[src/rtl/cp_bus_frontend_pkg.sv]
// Shared types and default constants for the Amiga clock-port front end.
package cp_bus_frontend_pkg;

    localparam int CP_A_W = 4;
    localparam int CP_D_W = 4;

    localparam int DEF_SYNC_STAGES    = 2;
    localparam int DEF_FILTER_CYCLES  = 3;
    localparam int DEF_WR_DATA_DELAY  = 4;
    localparam int DEF_RECOVER_CYCLES = 2;
    localparam int DEF_TIMEOUT_CYCLES = 1023;

    typedef enum logic [2:0] {
        WAIT_IDLE,
        IDLE,
        RD_ACTIVE,
        WR_ACTIVE,
        RECOVER
    } state_t;

endpackage

[src/rtl/cp_bus_frontend_if.sv]
// Clock-port pin bundle plus the event/data bundle toward the clock-port logic.
interface cp_bus_frontend_if;
    import cp_bus_frontend_pkg::*;

    logic              cp_rd_n;
    logic              cp_wr_n;
    logic [CP_A_W-1:0] cp_a;
    logic [CP_D_W-1:0] cp_d_in;
    logic [CP_D_W-1:0] cp_d_out;
    logic              cp_d_oe;
    logic [CP_A_W-1:0] address;
    logic              read_start;
    logic [CP_D_W-1:0] read_data;
    logic              read_end;
    logic              write_commit;
    logic [CP_D_W-1:0] write_data;
    logic              clear_status;
    logic              conflict;
    logic              timeout;

    modport slave (
        input  cp_rd_n, cp_wr_n, cp_a, cp_d_in, read_data, clear_status,
        output cp_d_out, cp_d_oe, address, read_start, read_end,
               write_commit, write_data, conflict, timeout
    );

    modport master (
        output cp_rd_n, cp_wr_n, cp_a, cp_d_in, read_data, clear_status,
        input  cp_d_out, cp_d_oe, address, read_start, read_end,
               write_commit, write_data, conflict, timeout
    );

endinterface

[src/rtl/cp_bus_frontend_strobe_filter.sv]
// Synchroniser plus stable-count deglitcher for one active-low pin strobe.
module strobe_filter #(
    parameter int SYNC_STAGES   = 2,
    parameter int FILTER_CYCLES = 3
) (
    input  logic clk200,
    input  logic reset,
    input  logic strobe_n,
    output logic level
);
    localparam int CW = $clog2(FILTER_CYCLES + 1);

    logic [SYNC_STAGES-1:0] sync_p;
    logic [CW-1:0]          cnt;
    logic                   synced;

    assign synced = sync_p[SYNC_STAGES-1];

    always_ff @(posedge clk200) begin
        if (reset) begin
            sync_p <= '1;
            level  <= 1'b1;
            cnt    <= '0;
        end else begin
            sync_p <= {sync_p[SYNC_STAGES-2:0], strobe_n};
            // Level flips only after FILTER_CYCLES consecutive differing samples.
            if (synced == level) begin
                cnt <= '0;
            end else if (cnt == CW'(FILTER_CYCLES - 1)) begin
                level <= synced;
                cnt   <= '0;
            end else begin
                cnt <= cnt + 1'b1;
            end
        end
    end

endmodule

[src/rtl/cp_bus_frontend.sv]
// Clock-port front end: deglitched strobes, access FSM, event pulses and fault flags.
module cp_bus_frontend
    import cp_bus_frontend_pkg::*;
#(
    parameter int SYNC_STAGES    = DEF_SYNC_STAGES,
    parameter int FILTER_CYCLES  = DEF_FILTER_CYCLES,
    parameter int WR_DATA_DELAY  = DEF_WR_DATA_DELAY,
    parameter int RECOVER_CYCLES = DEF_RECOVER_CYCLES,
    parameter int TIMEOUT_CYCLES = DEF_TIMEOUT_CYCLES
) (
    input logic         clk200,
    input logic         reset,
    cp_bus_frontend_if.slave bus
);
    // Commit lands WR_DATA_DELAY cycles after the filtered fall; one of those is spent in IDLE.
    localparam int WR_LAST = (WR_DATA_DELAY > 2) ? WR_DATA_DELAY - 2 : 0;
    localparam int WR_CW   = $clog2(WR_DATA_DELAY + 1);
    localparam int RC_CW   = $clog2(RECOVER_CYCLES + 1);
    localparam int TO_CW   = $clog2(TIMEOUT_CYCLES + 1);
    // A strobe held low through reset needs this long to show up on the filtered level.
    localparam int GUARD   = SYNC_STAGES + FILTER_CYCLES + 1;
    localparam int ID_CW   = $clog2(GUARD + 1);

    logic rd_lvl, wr_lvl;
    logic [SYNC_STAGES-1:0][CP_A_W-1:0] a_sync_p;
    logic [SYNC_STAGES-1:0][CP_D_W-1:0] d_sync_p;

    state_t            state;
    logic [CP_A_W-1:0] address;
    logic [CP_D_W-1:0] write_data, cp_d_out;
    logic              cp_d_oe, read_start, read_end, write_commit;
    logic              conflict, timeout, committed, abort;
    logic [WR_CW-1:0]  wr_cnt;
    logic [RC_CW-1:0]  rec_cnt;
    logic [TO_CW-1:0]  to_cnt;
    logic [ID_CW-1:0]  idle_cnt;
    logic              to_hit, to_sat;

    strobe_filter #(.SYNC_STAGES(SYNC_STAGES), .FILTER_CYCLES(FILTER_CYCLES)) u_rd_filter (
        .clk200(clk200), .reset(reset), .strobe_n(bus.cp_rd_n), .level(rd_lvl)
    );
    strobe_filter #(.SYNC_STAGES(SYNC_STAGES), .FILTER_CYCLES(FILTER_CYCLES)) u_wr_filter (
        .clk200(clk200), .reset(reset), .strobe_n(bus.cp_wr_n), .level(wr_lvl)
    );

    always_ff @(posedge clk200) begin
        if (reset) begin
            a_sync_p <= '0;
            d_sync_p <= '0;
        end else begin
            a_sync_p <= {a_sync_p[SYNC_STAGES-2:0], bus.cp_a};
            d_sync_p <= {d_sync_p[SYNC_STAGES-2:0], bus.cp_d_in};
        end
    end

    assign to_hit = (to_cnt >= TO_CW'(TIMEOUT_CYCLES - 1));
    assign to_sat = (to_cnt == TO_CW'(TIMEOUT_CYCLES));

    always_ff @(posedge clk200) begin
        if (reset) begin
            state        <= WAIT_IDLE;
            address      <= '0;
            write_data   <= '0;
            cp_d_out     <= '0;
            cp_d_oe      <= 1'b0;
            read_start   <= 1'b0;
            read_end     <= 1'b0;
            write_commit <= 1'b0;
            conflict     <= 1'b0;
            timeout      <= 1'b0;
            committed    <= 1'b0;
            abort        <= 1'b0;
            wr_cnt       <= '0;
            rec_cnt      <= '0;
            to_cnt       <= '0;
            idle_cnt     <= '0;
        end else begin
            read_start   <= 1'b0;
            read_end     <= 1'b0;
            write_commit <= 1'b0;
            // Any flag set later in this block overrides the clear.
            if (bus.clear_status) begin
                conflict <= 1'b0;
                timeout  <= 1'b0;
            end
            case (state)
                WAIT_IDLE: begin
                    if (!(rd_lvl && wr_lvl))             idle_cnt <= '0;
                    else if (idle_cnt == ID_CW'(GUARD))  state    <= IDLE;
                    else                                 idle_cnt <= idle_cnt + 1'b1;
                end
                IDLE: begin
                    wr_cnt    <= '0;
                    to_cnt    <= '0;
                    committed <= 1'b0;
                    abort     <= 1'b0;
                    idle_cnt  <= '0;
                    if (!rd_lvl && !wr_lvl) begin
                        conflict <= 1'b1;
                        state    <= WAIT_IDLE;
                    end else if (!rd_lvl) begin
                        address    <= a_sync_p[SYNC_STAGES-1];
                        read_start <= 1'b1;
                        state      <= RD_ACTIVE;
                    end else if (!wr_lvl) begin
                        address <= a_sync_p[SYNC_STAGES-1];
                        state   <= WR_ACTIVE;
                    end
                end
                RD_ACTIVE: begin
                    cp_d_out <= bus.read_data;
                    if (!to_sat) to_cnt  <= to_cnt + 1'b1;
                    if (to_hit)  timeout <= 1'b1;
                    if (!wr_lvl) begin
                        conflict <= 1'b1;
                        abort    <= 1'b1;
                    end
                    if (rd_lvl) begin
                        cp_d_oe  <= 1'b0;
                        read_end <= 1'b1;
                        rec_cnt  <= '0;
                        state    <= (abort || !wr_lvl) ? WAIT_IDLE : RECOVER;
                    end else begin
                        cp_d_oe <= !to_hit;
                    end
                end
                WR_ACTIVE: begin
                    if (!to_sat) to_cnt  <= to_cnt + 1'b1;
                    if (to_hit)  timeout <= 1'b1;
                    if (!rd_lvl) begin
                        conflict <= 1'b1;
                        abort    <= 1'b1;
                    end
                    if (wr_lvl) begin
                        if (!committed) begin
                            write_data   <= d_sync_p[SYNC_STAGES-1];
                            write_commit <= 1'b1;
                        end
                        rec_cnt <= '0;
                        state   <= (abort || !rd_lvl) ? WAIT_IDLE : RECOVER;
                    end else if (!committed && wr_cnt >= WR_CW'(WR_LAST)) begin
                        write_data   <= d_sync_p[SYNC_STAGES-1];
                        write_commit <= 1'b1;
                        committed    <= 1'b1;
                    end else if (!committed) begin
                        wr_cnt <= wr_cnt + 1'b1;
                    end
                end
                RECOVER: begin
                    if (rec_cnt == RC_CW'(RECOVER_CYCLES - 1)) state   <= IDLE;
                    else                                       rec_cnt <= rec_cnt + 1'b1;
                end
                default: state <= WAIT_IDLE;
            endcase
        end
    end

    assign bus.address      = address;
    assign bus.write_data   = write_data;
    assign bus.cp_d_out     = cp_d_out;
    assign bus.cp_d_oe      = cp_d_oe;
    assign bus.read_start   = read_start;
    assign bus.read_end     = read_end;
    assign bus.write_commit = write_commit;
    assign bus.conflict     = conflict;
    assign bus.timeout      = timeout;

endmodule

[src/flat_wrapper.sv]
// flat-port wrapper written by rule: the top's interface ports become plain ports
module cp_bus_frontend_flat import cp_bus_frontend_pkg::*;
#(
    parameter int SYNC_STAGES    = DEF_SYNC_STAGES,
    parameter int FILTER_CYCLES  = DEF_FILTER_CYCLES,
    parameter int WR_DATA_DELAY  = DEF_WR_DATA_DELAY,
    parameter int RECOVER_CYCLES = DEF_RECOVER_CYCLES,
    parameter int TIMEOUT_CYCLES = DEF_TIMEOUT_CYCLES
)
  (clk200, reset, bus_cp_rd_n, bus_cp_wr_n, bus_cp_a, bus_cp_d_in, bus_read_data, bus_clear_status, bus_cp_d_out, bus_cp_d_oe, bus_address, bus_read_start, bus_read_end, bus_write_commit, bus_write_data, bus_conflict, bus_timeout);
  cp_bus_frontend_if bus_i ();
  input logic clk200;
  input logic reset;
  input wire logic [$bits(bus_i.cp_rd_n)-1:0] bus_cp_rd_n;
  input wire logic [$bits(bus_i.cp_wr_n)-1:0] bus_cp_wr_n;
  input wire logic [$bits(bus_i.cp_a)-1:0] bus_cp_a;
  input wire logic [$bits(bus_i.cp_d_in)-1:0] bus_cp_d_in;
  input wire logic [$bits(bus_i.read_data)-1:0] bus_read_data;
  input wire logic [$bits(bus_i.clear_status)-1:0] bus_clear_status;
  output wire logic [$bits(bus_i.cp_d_out)-1:0] bus_cp_d_out;
  output wire logic [$bits(bus_i.cp_d_oe)-1:0] bus_cp_d_oe;
  output wire logic [$bits(bus_i.address)-1:0] bus_address;
  output wire logic [$bits(bus_i.read_start)-1:0] bus_read_start;
  output wire logic [$bits(bus_i.read_end)-1:0] bus_read_end;
  output wire logic [$bits(bus_i.write_commit)-1:0] bus_write_commit;
  output wire logic [$bits(bus_i.write_data)-1:0] bus_write_data;
  output wire logic [$bits(bus_i.conflict)-1:0] bus_conflict;
  output wire logic [$bits(bus_i.timeout)-1:0] bus_timeout;
  assign bus_i.cp_rd_n = bus_cp_rd_n;
  assign bus_i.cp_wr_n = bus_cp_wr_n;
  assign bus_i.cp_a = bus_cp_a;
  assign bus_i.cp_d_in = bus_cp_d_in;
  assign bus_i.read_data = bus_read_data;
  assign bus_i.clear_status = bus_clear_status;
  assign bus_cp_d_out = bus_i.cp_d_out;
  assign bus_cp_d_oe = bus_i.cp_d_oe;
  assign bus_address = bus_i.address;
  assign bus_read_start = bus_i.read_start;
  assign bus_read_end = bus_i.read_end;
  assign bus_write_commit = bus_i.write_commit;
  assign bus_write_data = bus_i.write_data;
  assign bus_conflict = bus_i.conflict;
  assign bus_timeout = bus_i.timeout;
  cp_bus_frontend #(.SYNC_STAGES(SYNC_STAGES), .FILTER_CYCLES(FILTER_CYCLES), .WR_DATA_DELAY(WR_DATA_DELAY), .RECOVER_CYCLES(RECOVER_CYCLES), .TIMEOUT_CYCLES(TIMEOUT_CYCLES)) u_core (.clk200(clk200), .reset(reset), .bus(bus_i));
endmodule
[config.mk]
export PLATFORM = sky130hd
export DESIGN_NAME = cp_bus_frontend_flat
export DESIGN_NICKNAME = d
export VERILOG_FILES = /design/src/rtl/cp_bus_frontend_pkg.sv /design/src/rtl/cp_bus_frontend_if.sv /design/src/rtl/cp_bus_frontend_strobe_filter.sv /design/src/rtl/cp_bus_frontend.sv /design/src/flat_wrapper.sv
export SDC_FILE = /design/constraint.sdc
export NUM_CORES = 1
export LEC_CHECK = 0
export BUFFER_PORTS_ARGS = -buffer_cell sky130_fd_sc_hd__buf_2
export CAP_MARGIN = 5
export CORE_MARGIN = 2
export CORE_UTILIZATION = 61
export DETAILED_ROUTE_END_ITERATION = 8
export PLACE_DENSITY = 0.83
export REMOVE_ABC_BUFFERS = 1
export SETUP_SLACK_MARGIN = 0.4
export SLEW_MARGIN = 10
export SYNTH_ARGS = -nofsm -noshare
export SYNTH_HDL_FRONTEND = slang
export SYNTH_SLANG_ARGS = --single-unit
[constraint.sdc]
create_clock -name clk200 -period 4.78 [get_ports clk200]
set_input_delay 0.717 -clock clk200 [delete_from_list [all_inputs] [get_ports clk200]]
set_output_delay 0.717 -clock clk200 [all_outputs]
set_load 0.01 [all_outputs]
==> reports/results.txt <==
CTS sink count -> 67
via count -> 2150
global-route met1 utilization -> 29.7%
register area -> 0.00134 mm^2
CP Data Required Time -> 5.05 ns
antenna-violating nets left -> 0
initial antenna violation count -> 0
top_reg_cell synth -> dfxtp_1
CP Class -> flip-flop to flip-flop
cell count of the worst reg-to-reg path -> 4
register bit total from synthesis -> 67
post-synth top area share -> 48.4%
post-route cell area -> 0.00315 mm^2
Post-CTS Hold Buffers -> 0
FP Rows -> 24
PortBufs -> 34
Pins Over Slew Limit -> 0
fmax -> 470 MHz
hpwl dp -> 3.61 mm
Fillers -> 323
Area Overhead vs Synth -> 13.6%
Cells after DPL -> 369
Mean Syn Cell Area -> 9.34 um^2
Remaining Overflow, GRT -> 0
Max clock buf depth -> 2
setup repair after global routing missed its margin -> no
R2R Setup Slk -> 2.65 ns
distinct cell type count after synthesis -> 48
DR pass1 iterations -> 4
Area contributors post-synth -> dfxtp_1, ha_1, nor2b_1
count of warnings emitted by yosys -> 0
EDFF count, synth -> 0
per-cell routed wire length -> 14.1 um
dominant cell type by area after synthesis -> dfxtp_1
Final setup viols -> 0
class of the worst hold path -> flip-flop to flip-flop
final routed DRC violation total -> 0
peak supply drop -> 0.375 mV
Initial Util -> 63.7%
post-layout util -> 72.3%
vias in the first global route -> 1986
hold path depth -> 1
ANT cells -> 0
ys async rst share -> 0%
gr usage total -> 23.2%
WL final -> 5.42 mm
Starting DRT DRC Count -> 169
endpoints failing hold -> 0
Hold WS -> 0.410 ns
crit-path max FO -> 15
actual slew at the worst max-slew pin -> 0.979 ns
largest net degree at the start of global routing -> 56
Commonest cells post-synth -> dfxtp_1, nor2_1, a21oi_1
critical path capture point type -> flip-flop
dpl cell area -> 0.00295 mm^2
multi-input combinational cell area -> 0.00132 mm^2
Placer Congestion -> 0.825
Clock Skews -> 0.00464 ns
CTS tree -> done
Static Leak -> 1.28 nW
GRT met2 Usage -> 36.6%
final setup TNS -> 0 ns
grt met3 use -> 7.45%
Vert. Die Dim -> 71.4 um
first-pass GRT wire length -> 9.24 mm
Final Cycle Share -> 44.5%
layout cells sized above 1 -> 18.9%
count leader, synth -> dfxtp_1
Resized Gates After CTS -> 0
Mapped Area -> 0.00277 mm^2
Final Critical Period -> 2.13 ns
core area -> 0.00435 mm^2
Final Non-Filler Cells -> 385
die width -> 71.4 um
GR peak layer -> met2
root buf cell -> clkbuf_8
I/O pin count -> 35
H-tree Lvls -> 3
clk_lat worst skew -> 0.34 ns
Pwr Density -> 371 mW/mm^2
TritonCTS Buffers -> 9
startpoint types -> flip-flop
die area -> 0.00510 mm^2
max-cap viol count -> 0
status -> finished, final reports clean
final-stage net count -> 356
Vias/cell -> 5.58
WP data arrival -> 2.40 ns
Worst slew margin -> 34.6%
cell count after synthesis -> 297
setup repair bufs after CTS -> 0
Seq/Total Area, Yosys -> 48.4%
Clock transition at path regs -> 0.07 ns
==> cell usage in the layout, fill, tap and decap left out, types with 2 or more instances in the layout <==
cell,n
dfxtp_1,67
buf_2,34
nor2_1,29
a21oi_1,22
nor2b_1,21
nand2_1,15
o21ai_0,12
inv_1,11
mux2i_1,11
ha_1,11
clkbuf_8,10
nand3_1,9
nor3_1,9
or3_1,6
a31oi_1,6
o211ai_1,4
nand3b_1,4
or2_2,4
xnor2_1,4
nand2b_1,3
and3_1,3
nor3b_1,3
nor4_1,2
or4_1,2
nand4_1,2
and4_1,2
clkinv_2,2
clkinvlp_4,2
==> stage by stage <==
step	worst slack, ns	power (mW)
3_5_place_dp	2.73	0.710
2_1_floorplan	3.14	0.675
4_1_cts	2.69	1.18
5_1_grt	2.48	1.22
3_3_place_gp	2.79	0.706
6_report	2.65	1.17
==> cell families after synthesis <==
logic type,Yosys count,synth area share [%]
adder cells (fa/ha/maj),11,4.96
multiplexers,11,3.97
AND/OR/NAND/NOR,123,25.4
flip-flops,67,48.4
AO/OA/AOI/OAI,55,12.1
XOR/XNOR,4,1.26
buffers and inverters,26,3.93
==> where the power goes <==
group | internal (mW) | switching, mW | leakage, nW | total [mW]
registers | 0.577 | 0.0213 | 0.545 | 0.598
clock network | 0.255 | 0.217 | 0.0987 | 0.472
logic | 0.0413 | 0.0581 | 0.632 | 0.0993
==> critical path, cell delays in order, from the launching register on <==
cell	delay, ns
dfxtp_1	0.58
nor2b_1	0.84
o211ai_1	0.24
nand3_1	0.21
mux2i_1	0.20
==> final timing paths <==
| kind | endpoint | start |
|---|---|---|
| max | u_core.state[0]$_SDFFE_PP0P_ | u_core.state[1]$_SDFFE_PP0P_ |
| min | u_core.u_rd_filter.sync_p[1]$_SDFF_PP1_ | u_core.u_rd_filter.sync_p[0]$_SDFF_PP1_ |
| max reg2reg | u_core.state[0]$_SDFFE_PP0P_ | u_core.state[1]$_SDFFE_PP0P_ |
| min reg2reg | u_core.u_rd_filter.sync_p[1]$_SDFF_PP1_ | u_core.u_rd_filter.sync_p[0]$_SDFF_PP1_ |
==> registers in the layout, indices dropped and copies added, names as in the netlist, 2 cells and up <==
| name | cells |
|---|---|
| u_core.wr_cnt | 3 |
| u_core.rec_cnt | 2 |
| u_core.to_cnt | 10 |
| u_core.u_rd_filter.sync_p | 2 |
| u_core.u_rd_filter.cnt | 2 |
| u_core.bus.address | 4 |
| u_core.u_wr_filter.cnt | 2 |
| u_core.bus.write_data | 4 |
| u_core.bus.cp_d_out | 4 |
| u_core.d_sync_p | 8 |
| u_core.idle_cnt | 3 |
| u_core.a_sync_p | 8 |
| u_core.u_wr_filter.sync_p | 2 |
| u_core.state | 3 |
==> routing by layer <==
layer  wire length (um)  vias to the layer above  part of all wire, %
met3                303                        7                  5.6
met2               2610                       71                   48
li1                   -                     1094                    -
met4                 67                        0                  1.2
met1               2440                      978                   45
met5                  0                        -                    0
==> layout make-up <==
cell class | instances | share of cell area (%)
clock buffers | 10 | 4.37
repair buffers | 35 | 5.64
well taps | 52 | 2.07
multi-input cells | 204 | 42.0
clock inverters | 6 | 2.03
inverters | 11 | 1.31
flip-flops and latches | 67 | 42.6
No activity file was read; power rests on OpenSTA's default activity.
